File: src/rtl/mtm_alu_core_seq.sv
// ---------------------------------------------------------------------------
// mtm_alu_core_seq
// Two-stage pipelined ALU with valid/ready handshakes on both sides.
// Stage 1 captures the operand set; stage 2 captures the computed result,
// flags and illegal-opcode indication.
//
// Ports
//   clk        : single clock, all state updates on the rising edge
//   rst        : synchronous active-high reset, empties both stages
//   in_valid   : operand set A/B/opmode present this cycle
//   in_ready   : block can accept an operand set this cycle
//   A, B       : operands, WIDTH bits
//   opmode     : 000 AND, 001 OR, 100 ADD, 101 SUB, anything else illegal
//   out_valid  : C/flags/err_op hold a valid result
//   out_ready  : consumer takes the result this cycle
//   C          : result, WIDTH bits
//   flags      : {carry, overflow, zero, negative}
//   err_op     : result came from a transaction with an illegal opmode
// ---------------------------------------------------------------------------
module mtm_alu_core_seq #(
   parameter int WIDTH = 32
) (
   input  logic             clk,
   input  logic             rst,
   input  logic             in_valid,
   output logic             in_ready,
   input  logic [WIDTH-1:0] A,
   input  logic [WIDTH-1:0] B,
   input  logic [2:0]       opmode,
   output logic             out_valid,
   input  logic             out_ready,
   output logic [WIDTH-1:0] C,
   output logic [3:0]       flags,
   output logic             err_op
);

   localparam logic [2:0] OP_AND = 3'b000;
   localparam logic [2:0] OP_OR  = 3'b001;
   localparam logic [2:0] OP_ADD = 3'b100;
   localparam logic [2:0] OP_SUB = 3'b101;

   logic             s1_valid;
   logic [WIDTH-1:0] s1_a;
   logic [WIDTH-1:0] s1_b;
   logic [2:0]       s1_op;

   logic             s2_valid;
   logic [WIDTH-1:0] s2_c;
   logic [3:0]       s2_flags;
   logic             s2_err;

   logic             advance;
   logic             s1_load;
   logic             in_fire;

   logic [WIDTH:0]   sum_ext;
   logic [WIDTH:0]   diff_ext;
   logic [WIDTH-1:0] res_c;
   logic             res_carry;
   logic             res_ovf;
   logic             res_err;
   logic [3:0]       res_flags;

   // Stage 2 may take new data when it is empty or its content is being
   // consumed; stage 1 moves on the same condition. Stage 1 can also refill
   // while stage 2 stalls, as long as stage 1 itself is empty.
   assign advance  = !s2_valid || out_ready;
   assign s1_load  = !s1_valid || advance;
   assign in_ready = !s1_valid || !s2_valid || out_ready;
   assign in_fire  = in_valid && in_ready;

   // Result computation from the stage-1 operands. The subtract is done one
   // bit wider so the top bit directly gives the unsigned borrow.
   always_comb begin
      sum_ext   = {1'b0, s1_a} + {1'b0, s1_b};
      diff_ext  = {1'b0, s1_a} - {1'b0, s1_b};
      res_c     = '0;
      res_carry = 1'b0;
      res_ovf   = 1'b0;
      res_err   = 1'b0;
      case (s1_op)
         OP_AND: res_c = s1_a & s1_b;
         OP_OR:  res_c = s1_a | s1_b;
         OP_ADD: begin
            res_c     = sum_ext[WIDTH-1:0];
            res_carry = sum_ext[WIDTH];
            res_ovf   = (s1_a[WIDTH-1] == s1_b[WIDTH-1]) &&
                        (res_c[WIDTH-1] != s1_a[WIDTH-1]);
         end
         OP_SUB: begin
            res_c     = diff_ext[WIDTH-1:0];
            res_carry = diff_ext[WIDTH];
            res_ovf   = (s1_a[WIDTH-1] != s1_b[WIDTH-1]) &&
                        (res_c[WIDTH-1] != s1_a[WIDTH-1]);
         end
         default: res_err = 1'b1;
      endcase
      // Illegal opcodes report an all-zero flag nibble, so zero/negative
      // are only formed for legal operations.
      if (res_err) begin
         res_flags = 4'b0000;
      end else begin
         res_flags = {res_carry, res_ovf, (res_c == '0), res_c[WIDTH-1]};
      end
   end

   // Stage 1: operand capture.
   always_ff @(posedge clk) begin
      if (rst) begin
         s1_valid <= 1'b0;
         s1_a     <= '0;
         s1_b     <= '0;
         s1_op    <= 3'b000;
      end else if (s1_load) begin
         s1_valid <= in_fire;
         if (in_fire) begin
            s1_a  <= A;
            s1_b  <= B;
            s1_op <= opmode;
         end
      end
   end

   // Stage 2: result capture. The outputs only change when advancing, so a
   // stalled result stays stable until the consumer takes it.
   always_ff @(posedge clk) begin
      if (rst) begin
         s2_valid <= 1'b0;
         s2_c     <= '0;
         s2_flags <= 4'b0000;
         s2_err   <= 1'b0;
      end else if (advance) begin
         s2_valid <= s1_valid;
         if (s1_valid) begin
            s2_c     <= res_c;
            s2_flags <= res_flags;
            s2_err   <= res_err;
         end
      end
   end

   assign out_valid = s2_valid;
   assign C         = s2_c;
   assign flags     = s2_flags;
   assign err_op    = s2_err;

endmodule

File: config.mk
export PLATFORM = sky130hd
export DESIGN_NAME = mtm_alu_core_seq
export DESIGN_NICKNAME = d
export VERILOG_FILES = /design/src/rtl/mtm_alu_core_seq.sv
export SDC_FILE = /design/constraint.sdc
export NUM_CORES = 1
export LEC_CHECK = 0
export CORE_AREA = 10 10 171 173
export CTS_CLUSTER_SIZE = 10
export DETAILED_ROUTE_END_ITERATION = 10
export DIE_AREA = 0 0 181 183
export PLACE_DENSITY = 0.57
export SKIP_CTS_REPAIR_TIMING = 1
export SYNTH_ARGS = -nofsm -noshare
export SYNTH_HDL_FRONTEND = slang
export SYNTH_SLANG_ARGS = --single-unit
File: constraint.sdc
create_clock -name clk -period 4.2 [get_ports clk]
set_input_delay 0.84 -clock clk [delete_from_list [all_inputs] [get_ports clk]]
set_output_delay 0.84 -clock clk [all_outputs]
set_load 0.005 [all_outputs]
Word level (Yosys, flattened, before mapping). Index checks and enable logic that the tools add are counted.

Mux-type cells: 5. Add/sub/neg operators: 2. Equality and inequality tests: 7. Bitwise logic cells: 2. Reduce and logical (&&, ||, !) cells: 14.

Operators with widths (count): 32-bit case mux with 4 select lines (1); 32-bit by 32-bit adder with 33-bit output (1); 32-bit by 32-bit subtractor with 33-bit output (1); 32-bit AND (1); 32-bit zero test (1); 32-bit OR (1); 3-bit == test, second input constant (2); 1-bit logical OR (4); 4-bit two-way mux (1); 1-bit case mux with 2 select lines (2); 2-bit AND reduction (2); 4-bit OR reduction (1); 3-bit by 1-bit == test with 1-bit output, second input constant (1); 1-bit logical AND (3); 3-bit zero test (1); 1-bit != test (3); 1-bit zero test (2); 1-bit == test (1); 1-bit two-way mux (1).

Word-level logic and storage cells: 38. Register bits: 106. Bits of input ports: 71. Output and inout port bits: 39.

Logic depth before layout (Yosys ltp).
Depth in word-level cells: 5. Depth in mapped cells: 16.

Worst setup path after synthesis. No wires, ideal clock.

Kind: register -> register. Start: reg s1_a[5]. End: reg s2_flags[1], in the netlist flags[1]. Period minus slack after synthesis: 3.657 ns. Required time: 4.116 ns. Data arrival time: 3.573 ns. Stages on the path, launching flop included: 16. Setup time: 0.084 ns. Setup slack: 0.543 ns. Path through: dfxtp_1 -> inv_1 -> ha_1 -> buf_4 -> nor3b_1 -> nor3_1 -> a2111oi_0 -> a21oi_1 -> mux2i_1 -> a221oi_1 -> nand4b_1 -> nor3_1 -> nand4_1 -> or4_1 -> or4_1 -> o31ai_2.

Longest elaborated chain between the ends: 4.

Ends and longest elaborated chain: start: declaration (RTL line 43) `logic [WIDTH-1:0] s1_a;`; start signal: assignment (RTL line 111) `s1_a <= '0;`; start signal: assignment (RTL line 117) `s1_a <= A;`; 32-bit by 32-bit subtractor with 33-bit output, or another cell as far along (RTL line 76) `diff_ext = {1'b0, s1_a} - {1'b0, s1_b};`; 32-bit case mux with 4 select lines * (RTL line 81) `case (s1_op)`; 32-bit zero test * (RTL line 103) `res_flags = {res_carry, res_ovf, (res_c == '0), res_c[WIDTH-1]};`; 4-bit two-way mux * (RTL line 100) `if (res_err) begin`; end signal: assignment (RTL line 136) `s2_flags <= res_flags;`; end: declaration (RTL line 49) `logic [3:0] s2_flags;`.

Every way passes the cells marked *; elsewhere a longest branch is shown, timed or not. A chain may end at the register's enable or synchronous reset.

Final worst setup path.
Start: reg s1_a[18]. End: reg s2_flags[1], in the netlist flags[1].

The elaborated chain is that of the path after synthesis.

==> flow_summary.toml <==
[global_routing]
antenna_found_initial = 0
grt_usage_pct = 18.39
grt_first_pass_wirelength_um = 50030
grt-ovfl-total = 0
grt_pass1_vias = 8925
grt_max_degree = 62

[yosys]
synth_edf_count = 0
netlist_area_um2 = 8926
ys_seq_area_share_pct = 23.55
netlist.area_leader.share_pct = 23.55
synth_top_flop_cell = "dfxtp_1"
avgSynthCellArea_um2 = 7.073
yosysTopAreaCell = "dfxtp_1"
yosysWarnings = 0
async_flop_share_pct = 0
synth_nets = 1437
synth_cell_types = 83
synth_area_leaders = "dfxtp_1 (24%), ha_1 (14%), a21oi_1 (9.9%)"
syn-instance-count = 1262
yosys_register_bits = 105

[cts]
cts_sinks = 105
cts_buffer_depth = 2
clk_pin_slew_ns = 0.08
clkLatencyLatePin_ns = 0.36
cts-root-buf = "clkbuf_16"
cts_tree = "built"
cts_buffers = 9
htreeDepth = 3

[worst_setup_path]
cpPeakStageDelay_ns = 0.50
path_max_fanout = 5
critical_path.top_delay_family = "simple AND/OR/NAND/NOR gates"
crit_path_start_kind = "flop"
crit_path_frequent_cell = "or4_1"
cp_num_buf_inv = 2
critPathCaptureType = "flop"
crit_type = "reg -> reg"
cp_data_arrival_time_ns = 4.31
crit_chain = "inv_1, ha_1, nand3_1, nor4_4, buf_4, a41oi_2, mux2i_1, a311oi_2, o21ai_2, a2111oi_4, nand4_1, or4_1, or4_1, o31ai_2"
crit_path_top_delay_cell = "or4_1"
crit_required_ns = 4.48

[timing]
max_freq_ghz = 0.2476
setup_viol = 0
tightest_slew_ns = 0.9631
slew_viol_final = 0
clock_skew_ns = 0.006494
slew_headroom_pct = 35.79
setup_ws_ns = 0.1614
worst_hold_slack_ns = 0.4559
period_share_pct = 96.16
hold_viol = 0
min_period_ns = 4.039

[routing]
drtIter0Drc = 604
wl_um = 31760
drt_pass1_iterations = 6
dr_total_vias = 9252
routedWlPerCell_um = 18.58
vias_per_cell = 5.414
drc = 0
ant_nets = 0

[hold_path]
min_path_type = "reg -> reg"

[floorplan]
start_util_pct = 34.65
num_rows = 59
die_width_um = 181
io_pins = 110
die_y_um = 183
core_um2 = 25760
dieArea_um2 = 33120

[finish]
n_antenna_cell = 0
final_cells = 1709
nNetsFinal = 1544
drive_gt1_share_pct = 11.43
fin_util_pct = 43.15
area_growth_pct = 24.53
final_area_um2 = 11120

[power]
p_leak_nw = 4.384
power.density_cell_area_nw_per_um2 = 273.5
peakVddDrop_uv = 159.0

[place]
post_dp_cell_area_um2 = 10630
hpwl_um = 24990
dp_cells = 1693
io_buffers = 109
routabilityCongestion = 0.9414
dpl_worst_slack_ns = -0.02062

[flow_run]
maxCapViolations = 0

[run_status]
outcome = "completed"
[Yosys cell counts, types with 5 or more instances]
library cell	instances
buf_2	15
or3_1	5
o21ai_0	44
nor2b_1	13
a21o_1	10
buf_1	8
nor2_1	99
mux2i_1	6
clkbuf_1	58
and2_1	10
a211oi_1	29
ha_1	102
o21a_1	5
nand2b_1	12
nand2_1	217
nor3_1	27
nand4_1	17
or4_1	5
inv_1	87
xnor2_1	19
o22ai_1	8
a2111oi_0	5
o211ai_1	11
o21ai_1	11
a31oi_1	5
nand3_1	19
inv_2	11
o31ai_1	13
o21bai_1	9
nor4_1	10
a21oi_1	176
dfxtp_1	105
[cells by family (layout without fill, tap and decap cells)]
kind of cell | count (synthesis) | count (layout) | share of synthesized area, %
AND/OR/NAND/NOR | 456 | 456 | 23.10
AO/OA/AOI/OAI | 388 | 388 | 27.78
buffers and inverters | 181 | 293 | 7.906
flip-flops | 105 | 105 | 23.55
adder cells (fa/ha/maj) | 104 | 104 | 14.75
XOR/XNOR | 22 | 22 | 2.243
multiplexers | 6 | 6 | 0.6729
[state kept, by name, indices dropped and copies added, names as in the netlist]
signal     cells
out_valid      1
s1_a          32
s1_valid       1
err_op         1
flags          4
C             31
s1_b          32
s1_op          3
[metrics by stage]
step | setup TNS, ns | power (mW)
5_1_grt | -0.01399 | 3.211
4_1_cts | -0.05215 | 3.036
6_report | 0 | 3.041
3_5_place_dp | -0.02062 | 2.129
3_3_place_gp | -0.007930 | 2.129
2_1_floorplan | 0 | 1.731
[worst register-to-register path: cells and delay by family (launching register included)]
kind	cells	cell delay [ns]
multiplexers	1	0.18
AND/OR/NAND/NOR	5	1.68
adder cells (fa/ha/maj)	1	0.38
buffers and inverters	2	0.23
AO/OA/AOI/OAI	5	1.08
flip-flops	1	0.41
[where the power goes]
| group | switching (mW) | internal, mW |
|---|---|---|
| combinational | 0.612 | 0.436 |
| sequential | 0.0470 | 1.05 |
| clock | 0.427 | 0.469 |
[cells in the final DEF, fill, tap and decap left out, drive strengths merged, types with 6 or more instances in the layout]
| cell type | synthesis | layout |
|---|---|---|
| nand2 | 217 | 217 |
| nor2b | 13 | 13 |
| clkbuf | 58 | 9 |
| xnor2 | 20 | 20 |
| nor2 | 100 | 100 |
| nand2b | 12 | 12 |
| mux2i | 6 | 6 |
| a21oi | 176 | 176 |
| o21bai | 9 | 9 |
| a211oi | 29 | 29 |
| inv | 98 | 100 |
| nand3 | 19 | 19 |
| clkdlybuf4s50 | 0 | 108 |
| nor4 | 10 | 10 |
| buf | 25 | 71 |
| nand4 | 17 | 17 |
| a21o | 10 | 10 |
| or2 | 6 | 6 |
| nor3 | 28 | 28 |
| or4 | 6 | 6 |
| o22ai | 9 | 9 |
| dfxtp | 105 | 105 |
| o21ai | 56 | 56 |
| a2111oi | 7 | 7 |
| ha | 102 | 102 |
| o31ai | 14 | 14 |
| o211ai | 11 | 11 |
| and2 | 10 | 10 |
[area by class of cell]
class,count,area [um^2]
clock inverter,7,77.57
multi-input combinational,976,6302
clock buffer,9,225.2
timing repair buffer,179,1618
tap,335,419.2
inverter,98,367.9
sequential,105,2106
fill,2704,14650
[per-layer routing]
layer,global-route usage (%),share of wire [%]
met2,33.12,50
met4,4.426,1.6
met5,0,0
met1,22.84,45
met3,2.185,3.6
[worst paths after layout]
check / from / end / slack, ns / cells past startpoint
worst max-delay path: s1_a[18] / flags[1] / 0.16 / 14
worst min-delay path: C[29] / C[29] / 0.46 / 2
worst max register to register: s1_a[18] / flags[1] / 0.16 / 14
worst min register to register: C[29] / C[29] / 0.46 / 2
Power figures use the tool's default switching activity.
